<file path="config.mk">
export PLATFORM = sky130hd
export DESIGN_NAME = bcd_conv_arbiter
export DESIGN_NICKNAME = d
export VERILOG_FILES = /design/src/rtl/bcd_conv_arbiter_pkg.sv /design/src/rtl/bin2bcd_seq.sv /design/src/rtl/bcd_conv_arbiter.sv
export SDC_FILE = /design/constraint.sdc
export NUM_CORES = 1
export LEC_CHECK = 0
export BUFFER_PORTS_ARGS = -buffer_cell sky130_fd_sc_hd__buf_4
export CAP_MARGIN = 30
export CORE_ASPECT_RATIO = 1.4
export CORE_MARGIN = 2
export CORE_UTILIZATION = 45
export DETAILED_ROUTE_END_ITERATION = 10
export HOLD_SLACK_MARGIN = 0.1
export PLACE_DENSITY = 0.71
export SYNTH_ARGS = -nofsm -noshare
export SYNTH_HDL_FRONTEND = slang
export SYNTH_HIERARCHICAL = 1
export SYNTH_SLANG_ARGS = --single-unit
</file>
<file path="constraint.sdc">
create_clock -name clk -period 2.7 [get_ports clk]
set_input_delay 0.27 -clock clk [delete_from_list [all_inputs] [get_ports clk]]
set_output_delay 0.27 -clock clk [all_outputs]
set_load 0.03 [all_outputs]
</file>
<file path="src/rtl/bcd_conv_arbiter_pkg.sv">
// Shared definitions for the BCD converter arbiter: FSM states, digit width, defaults.
package bcd_conv_arbiter_pkg;

    localparam int unsigned DIGIT_W            = 4;
    localparam int unsigned DEF_NUM_REQ        = 4;
    localparam int unsigned DEF_BIN_W          = 14;
    localparam int unsigned DEF_BCD_DIGITS     = 4;
    localparam int unsigned DEF_ID_W           = 2;

    typedef enum logic [1:0] {
        ST_IDLE = 2'd0,
        ST_CONV = 2'd1,
        ST_RESP = 2'd2
    } state_t;

    // Largest value representable with the given number of BCD digits (10^digits - 1).
    function automatic int unsigned bcd_max(input int unsigned digits);
        int unsigned m;
        m = 1;
        for (int unsigned i = 0; i < digits; i++) begin
            m = m * 10;
        end
        return m - 1;
    endfunction

endpackage

</file>
<file path="src/rtl/bin2bcd_seq.sv">
// Iterative double-dabble converter: one operand bit per cycle, BIN_W cycles per operand.
module bin2bcd_seq
    import bcd_conv_arbiter_pkg::*;
#(
    parameter int unsigned BIN_W      = DEF_BIN_W,
    parameter int unsigned BCD_DIGITS = DEF_BCD_DIGITS
) (
    input  logic                          clk,
    input  logic                          rst,
    input  logic                          start,
    input  logic [BIN_W-1:0]              bin_in,
    output logic                          busy,
    output logic                          done,
    output logic [DIGIT_W*BCD_DIGITS-1:0] bcd_out
);

    localparam int unsigned BCD_W = DIGIT_W * BCD_DIGITS;
    localparam int unsigned CNT_W = $clog2(BIN_W + 1);

    logic [BIN_W-1:0] shreg;
    logic [CNT_W-1:0] cnt;
    logic [BCD_W-1:0] adj_c;

    // Add-3 correction of every digit that is 5 or more before the next shift.
    always_comb begin
        adj_c = bcd_out;
        for (int d = 0; d < int'(BCD_DIGITS); d++) begin
            if (bcd_out[DIGIT_W*d +: DIGIT_W] >= 4'd5) begin
                adj_c[DIGIT_W*d +: DIGIT_W] = bcd_out[DIGIT_W*d +: DIGIT_W] + 4'd3;
            end
        end
    end

    // Load on start, then shift the corrected digits and the operand left once per cycle.
    // done is high during the cycle in which the final shift takes place.
    always_ff @(posedge clk) begin
        if (rst) begin
            shreg   <= '0;
            cnt     <= '0;
            bcd_out <= '0;
            busy    <= 1'b0;
            done    <= 1'b0;
        end else if (start) begin
            shreg   <= bin_in;
            cnt     <= '0;
            bcd_out <= '0;
            busy    <= 1'b1;
            done    <= 1'b0;
        end else if (busy) begin
            bcd_out <= {adj_c[BCD_W-2:0], shreg[BIN_W-1]};
            shreg   <= {shreg[BIN_W-2:0], 1'b0};
            cnt     <= cnt + CNT_W'(1);
            done    <= (cnt == CNT_W'(BIN_W - 2));
            if (cnt == CNT_W'(BIN_W - 1)) begin
                busy <= 1'b0;
            end
        end else begin
            done <= 1'b0;
        end
    end

endmodule

</file>
<file path="src/rtl/bcd_conv_arbiter.sv">
// Round-robin arbiter sharing one sequential binary-to-BCD converter among NUM_REQ clients.
module bcd_conv_arbiter
    import bcd_conv_arbiter_pkg::*;
#(
    parameter int unsigned NUM_REQ    = DEF_NUM_REQ,
    parameter int unsigned BIN_W      = DEF_BIN_W,
    parameter int unsigned BCD_DIGITS = DEF_BCD_DIGITS,
    parameter int unsigned ID_W       = DEF_ID_W
) (
    input  logic                          clk,
    input  logic                          rst,
    input  logic [NUM_REQ-1:0]            req_valid,
    input  logic [NUM_REQ*BIN_W-1:0]      req_data,
    output logic [NUM_REQ-1:0]            req_ready,
    output logic                          rsp_valid,
    input  logic                          rsp_ready,
    output logic [DIGIT_W*BCD_DIGITS-1:0] rsp_bcd,
    output logic [ID_W-1:0]               rsp_id,
    output logic                          rsp_ovf,
    output logic                          busy
);

    localparam int unsigned BCD_W   = DIGIT_W * BCD_DIGITS;
    localparam int unsigned BCD_MAX = bcd_max(BCD_DIGITS);
    localparam logic [BCD_W-1:0] ALL_NINES = {BCD_DIGITS{4'h9}};

    state_t               state;
    logic [ID_W-1:0]      rr_ptr;
    logic [ID_W-1:0]      id_q;
    logic                 ovf_q;

    int unsigned          idx_c;
    logic                 win_found_c;
    logic [ID_W-1:0]      win_id_c;
    logic [NUM_REQ-1:0]   win_onehot_c;
    logic [BIN_W-1:0]     win_data_c;
    logic                 hs_c;

    logic                 conv_busy;
    logic                 conv_done;
    logic [BCD_W-1:0]     conv_bcd;

    // Round-robin search: first valid requester at or after rr_ptr, wrapping modulo NUM_REQ.
    always_comb begin
        idx_c        = 0;
        win_found_c  = 1'b0;
        win_id_c     = '0;
        win_onehot_c = '0;
        for (int unsigned k = 0; k < NUM_REQ; k++) begin
            idx_c = (32'(rr_ptr) + k) % NUM_REQ;
            if (!win_found_c && ((req_valid & (NUM_REQ'(1) << idx_c)) != '0)) begin
                win_found_c  = 1'b1;
                win_id_c     = ID_W'(idx_c);
                win_onehot_c = NUM_REQ'(1) << idx_c;
            end
        end
    end

    // Grant is only offered while idle; the winner's operand is steered to the converter.
    always_comb begin
        req_ready  = (state == ST_IDLE) ? win_onehot_c : '0;
        win_data_c = BIN_W'(req_data >> (32'(win_id_c) * BIN_W));
        hs_c       = (state == ST_IDLE) && win_found_c;
    end

    bin2bcd_seq #(
        .BIN_W      (BIN_W),
        .BCD_DIGITS (BCD_DIGITS)
    ) u_conv (
        .clk     (clk),
        .rst     (rst),
        .start   (hs_c),
        .bin_in  (win_data_c),
        .busy    (conv_busy),
        .done    (conv_done),
        .bcd_out (conv_bcd)
    );

    // Control FSM: grant and latch in IDLE, wait out the conversion, then present the
    // result one cycle into RESP and hold it until the consumer accepts it.
    always_ff @(posedge clk) begin
        if (rst) begin
            state     <= ST_IDLE;
            rr_ptr    <= '0;
            id_q      <= '0;
            ovf_q     <= 1'b0;
            rsp_valid <= 1'b0;
            rsp_bcd   <= '0;
            rsp_id    <= '0;
            rsp_ovf   <= 1'b0;
            busy      <= 1'b0;
        end else begin
            case (state)
                ST_IDLE: begin
                    if (hs_c) begin
                        state  <= ST_CONV;
                        busy   <= 1'b1;
                        id_q   <= win_id_c;
                        ovf_q  <= (32'(win_data_c) > BCD_MAX);
                        rr_ptr <= ID_W'((32'(win_id_c) + 32'd1) % NUM_REQ);
                    end
                end
                ST_CONV: begin
                    if (conv_done) begin
                        state <= ST_RESP;
                    end
                end
                ST_RESP: begin
                    if (rsp_valid) begin
                        if (rsp_ready) begin
                            state     <= ST_IDLE;
                            busy      <= 1'b0;
                            rsp_valid <= 1'b0;
                        end
                    end else if (!conv_busy) begin
                        rsp_valid <= 1'b1;
                        rsp_bcd   <= ovf_q ? ALL_NINES : conv_bcd;
                        rsp_id    <= id_q;
                        rsp_ovf   <= ovf_q;
                    end
                end
                default: begin
                    state <= ST_IDLE;
                    busy  <= 1'b0;
                end
            endcase
        end
    end

endmodule

</file>
==> results.md <==
- Cts bufs inserted: 9
- # hold bufs at CTS: 0
- Slew Limit Headroom: 53.88%
- CTS tree: built
- Switching Fraction: 38.82%
- Slowest CP cell: or4b_4
- Unrepaired setup endpoints after global routing: true
- Crit. End Element: register
- Hold depth: 4
- Final wirelength: 10290 um
- Vert. Die Dim: 113.7 um
- Synth Flop Type: dfxtp_1
- Period utilization: 100.8%
- Setup Viol. Count Final: 1
- Reg2reg end: ovf_q$_SDFFE_PP0P_
- Top post-synthesis cells by area: dfxtp_1 (33%), mux2i_1 (11%), nor2_1 (4.9%), ha_1 (4.9%), a21oi_1 (4.7%)
- Reg clk slew, reported paths: 0.05 ns
- First-pass GRT wire length: 16390 um
- Delay-heaviest family, CP: simple AND/OR/NAND/NOR gates
- Layout area overhead: 33.93%
- Layout cell share with drive strength beyond 1: 32.29%
- HPWL after DPL: 7413 um
- Core footprint: 8458 sq um
- Hold_ws: 0.2699 ns
- Outcome: finished with violations
- CP Max Fanout: 7
- Worst EP required: 2.90 ns
- Via count: 3670
- Clock power share: 22.7%
- Die Area: 9366 sq um
- Vias in the first global route: 3598
- R2R Path Start: rr_ptr[0]$_SDFFE_PP0P_
- Yosys top cell area share: 33.12%
- H-tree levels: 3
- Largest net degree at the start of global routing: 47
- Cell taking the most area after synthesis: dfxtp_1
- Worst Hold Class: primary input to register
- Hold endpoint: busy$_SDFFE_PP0P_
- Power per Cell Area: 1147 nW/um^2
- Drt wl/cell: 15.83 um
- Seq/Total Area, Yosys: 33.12%
- Worst IR drop on VDD: 1.250 mV
- Vias/cell: 5.646
- Grt total ovfl: 0
- YS warnings: 6
- GRT Total Usage: 22.25%
- Syn Nets: 532
- Routed Antenna Nets: 0
- Starting DRT DRC Count: 282
- Final Net Count: 618
- Sequential Power Share: 21.9%
- Buffers & Inverters on Critical Path: 1
- N_diodes: 0
- GP Congestion: 0.8091
- Sw Pwr: 2307 uW
- PortBufs: 87
- Initial antenna violation count: 0
- Failing checks: setup timing
- Syn avg cell area: 8.521 sq um
- CTS root buf: clkbuf_16
- R2R setup slack: -0.02 ns
- Pins Over Slew Limit: 0
- Drt drc: 0
- Yosys cell types: 62
- Min-delay src: rsp_ready
- Combinational share of power: 55.4%
- Clock sinks: 64
- Fillcell total: 755
- I/O pins: 88
- Worst R2R Path Depth: 10
- Number of synthesized flops with an enable pin: 0
- Fin crit period: 2.721 ns
- Post-Route Utilization: 61.26%
- Worst clock skew: 0.006739 ns
- Asr flop ratio synth: 0%
- Die Wd: 82.37 um
- Max-capacitance violation count: 0
- Tightest Pin Transition: 0.6918 ns
- Arr. time, crit path: 2.93 ns
- #FFs+latches synth: 64
- Final hold vios: 0
- # rows: 40
- WS Path Type: register to register
- Startpoint Class: register
- Starting Density: 45.74%
- 1st-pass router iterations: 6
- Slowest stage delay, CP: 0.52 ns
- CTS Buffer Depth: 2
- Pint: 3636 uW
- Clk_lat worst skew: 0.33 ns
- Min setup slack post-route: -0.02088 ns
- Synth Cell Area: 3869 sq um
- Leakage: 0.002101 uW
- CP Cell Sequence: inv_6, ha_4, a22o_1, or2_1, and3_4, or4b_4, mux4_2, nand3b_4, o32a_4, o31ai_1
- F_max: 367.5 MHz
- Synthesized instance count: 454
## power by group through the flow
| stage | Clock [uW] | Sequential, uW | Combinational, uW |
|---|---|---|---|
| 2_1_floorplan | 0 | 1230 | 2320 |
| 3_3_place_gp | 0 | 1300 | 2900 |
| 3_5_place_dp | 0 | 1320 | 2970 |
| 4_1_cts | 1370 | 1300 | 3010 |
| 5_1_grt | 1420 | 1320 | 3550 |
| 6_report | 1350 | 1300 | 3300 |
## how the worst max path moves through the flow
stage | startpoint | endpoint | slack, ns | cells past startpoint
after floorplan | rr_ptr[0]$_SDFFE_PP0P_ | ovf_q$_SDFFE_PP0P_ | -0.11 | 12
after global placement | rr_ptr[0]$_SDFFE_PP0P_ | ovf_q$_SDFFE_PP0P_ | 0.02 | 9
after detailed placement | rr_ptr[0]$_SDFFE_PP0P_ | ovf_q$_SDFFE_PP0P_ | -0.05 | 10
after CTS | rr_ptr[0]$_SDFFE_PP0P_ | ovf_q$_SDFFE_PP0P_ | -0.03 | 10
after global routing | rr_ptr[0]$_SDFFE_PP0P_ | ovf_q$_SDFFE_PP0P_ | -0.12 | 11
final | rr_ptr[0]$_SDFFE_PP0P_ | ovf_q$_SDFFE_PP0P_ | -0.02 | 10
## placed cells by master (no fill, tap or decap), drive strengths merged, types with 3 or more instances in the layout
| cell | Yosys | layout |
|---|---|---|
| a21oi | 36 | 36 |
| buf | 19 | 107 |
| bufinv | 0 | 3 |
| xnor2 | 3 | 3 |
| o21ai | 15 | 15 |
| nand2b | 8 | 8 |
| or2 | 3 | 3 |
| nor3 | 17 | 17 |
| or3 | 5 | 5 |
| nand2 | 36 | 36 |
| mux2i | 41 | 41 |
| inv | 16 | 19 |
| nand4 | 4 | 4 |
| clkbuf | 14 | 10 |
| nand3 | 19 | 19 |
| nand3b | 4 | 4 |
| a2111o | 5 | 5 |
| a31oi | 6 | 6 |
| or3b | 3 | 3 |
| mux4 | 3 | 3 |
| a221o | 4 | 4 |
| nor2 | 52 | 52 |
| o211ai | 5 | 5 |
| ha | 15 | 15 |
| a22oi | 6 | 6 |
| mux2 | 17 | 17 |
| dfxtp | 64 | 64 |
| a211oi | 4 | 4 |
## sequential cells by signal (all words and copies together), names as in the netlist
signal	cells
rsp_ovf	1
ovf_q	1
rsp_valid	1
u_conv/done	1
rsp_bcd	16
u_conv/cnt	4
id_q	2
u_conv/shreg	14
state	2
rsp_id	2
busy	1
u_conv/busy	1
u_conv/bcd_out	16
rr_ptr	2
## layer usage
layer  share of wire, %  global-route usage, %  routed length (um)  up-vias
li1                   -                      -                   -     1813
met4                1.9                  7.444                 191        0
met1                 41                  25.85                4176     1746
met5                  0                      0                   0        -
met2                 54                  40.32                5548       91
met3                3.6                  3.481                 375       20
## repair_timing
item,CTS,global route
resized for setup,4,14
pin swaps,0,1
gates cloned,0,1
setup buffers,0,2
setup endpoints to repair,4,19
## cells by family (layout without fill, tap and decap cells)
family / Yosys count / count (layout) / synth area share (%)
adder cells (fa/ha/maj): 15 / 15 / 4.851
XOR/XNOR: 5 / 5 / 1.132
AND/OR/NAND/NOR: 165 / 165 / 20.93
flip-flops: 64 / 64 / 33.12
AO/OA/AOI/OAI: 94 / 94 / 16.59
multiplexers: 61 / 61 / 17.30
buffers and inverters: 50 / 141 / 6.080
## worst min-delay path: stages
cell and delay [ns]:
buf_4 0.08, a21oi_1 0.07, nand2_1 0.07, a21oi_1 0.05
## final cells by class
cell class | instances | area, sq um | share of cell area [%]
clock inverters | 7 | 125.1 | 2.415
clock buffers | 9 | 225.2 | 4.347
flip-flops and latches | 64 | 1290 | 24.90
inverters | 17 | 71.32 | 1.376
multi-input cells | 340 | 2494 | 48.13
well taps | 105 | 131.4 | 2.536
repair buffers | 108 | 844.6 | 16.30
## cells in the mapped netlist (all sizes together), types with 3 or more instances
library cell and count:
dfxtp 64, nor2 52, mux2i 41, a21oi 36, nand2 36, buf 19
nand3 19, mux2 17, nor3 17, inv 16, ha 15, o21ai 15
clkbuf 14, nand2b 8, a22oi 6, a31oi 6, a2111o 5, o211ai 5
or3 5, a211oi 4, a221o 4, nand3b 4, nand4 4, mux4 3
or2 3, or3b 3, xnor2 3
## through the flow
step	setup TNS, ns	instance area, sq um	cells	power, uW	setup WS [ns]
finish	-0.02088	5181	650	5943	-0.02088
global route	-0.3809	5181	650	6285	-0.1151
CTS	-0.02969	5082	647	5682	-0.02969
detailed placement	-0.04514	4716	631	4286	-0.04514
global placement	0	4705	630	4202	0.02054
floorplan	-0.1121	3960	454	3545	-0.1121
(Power assumes the default switching activity.)
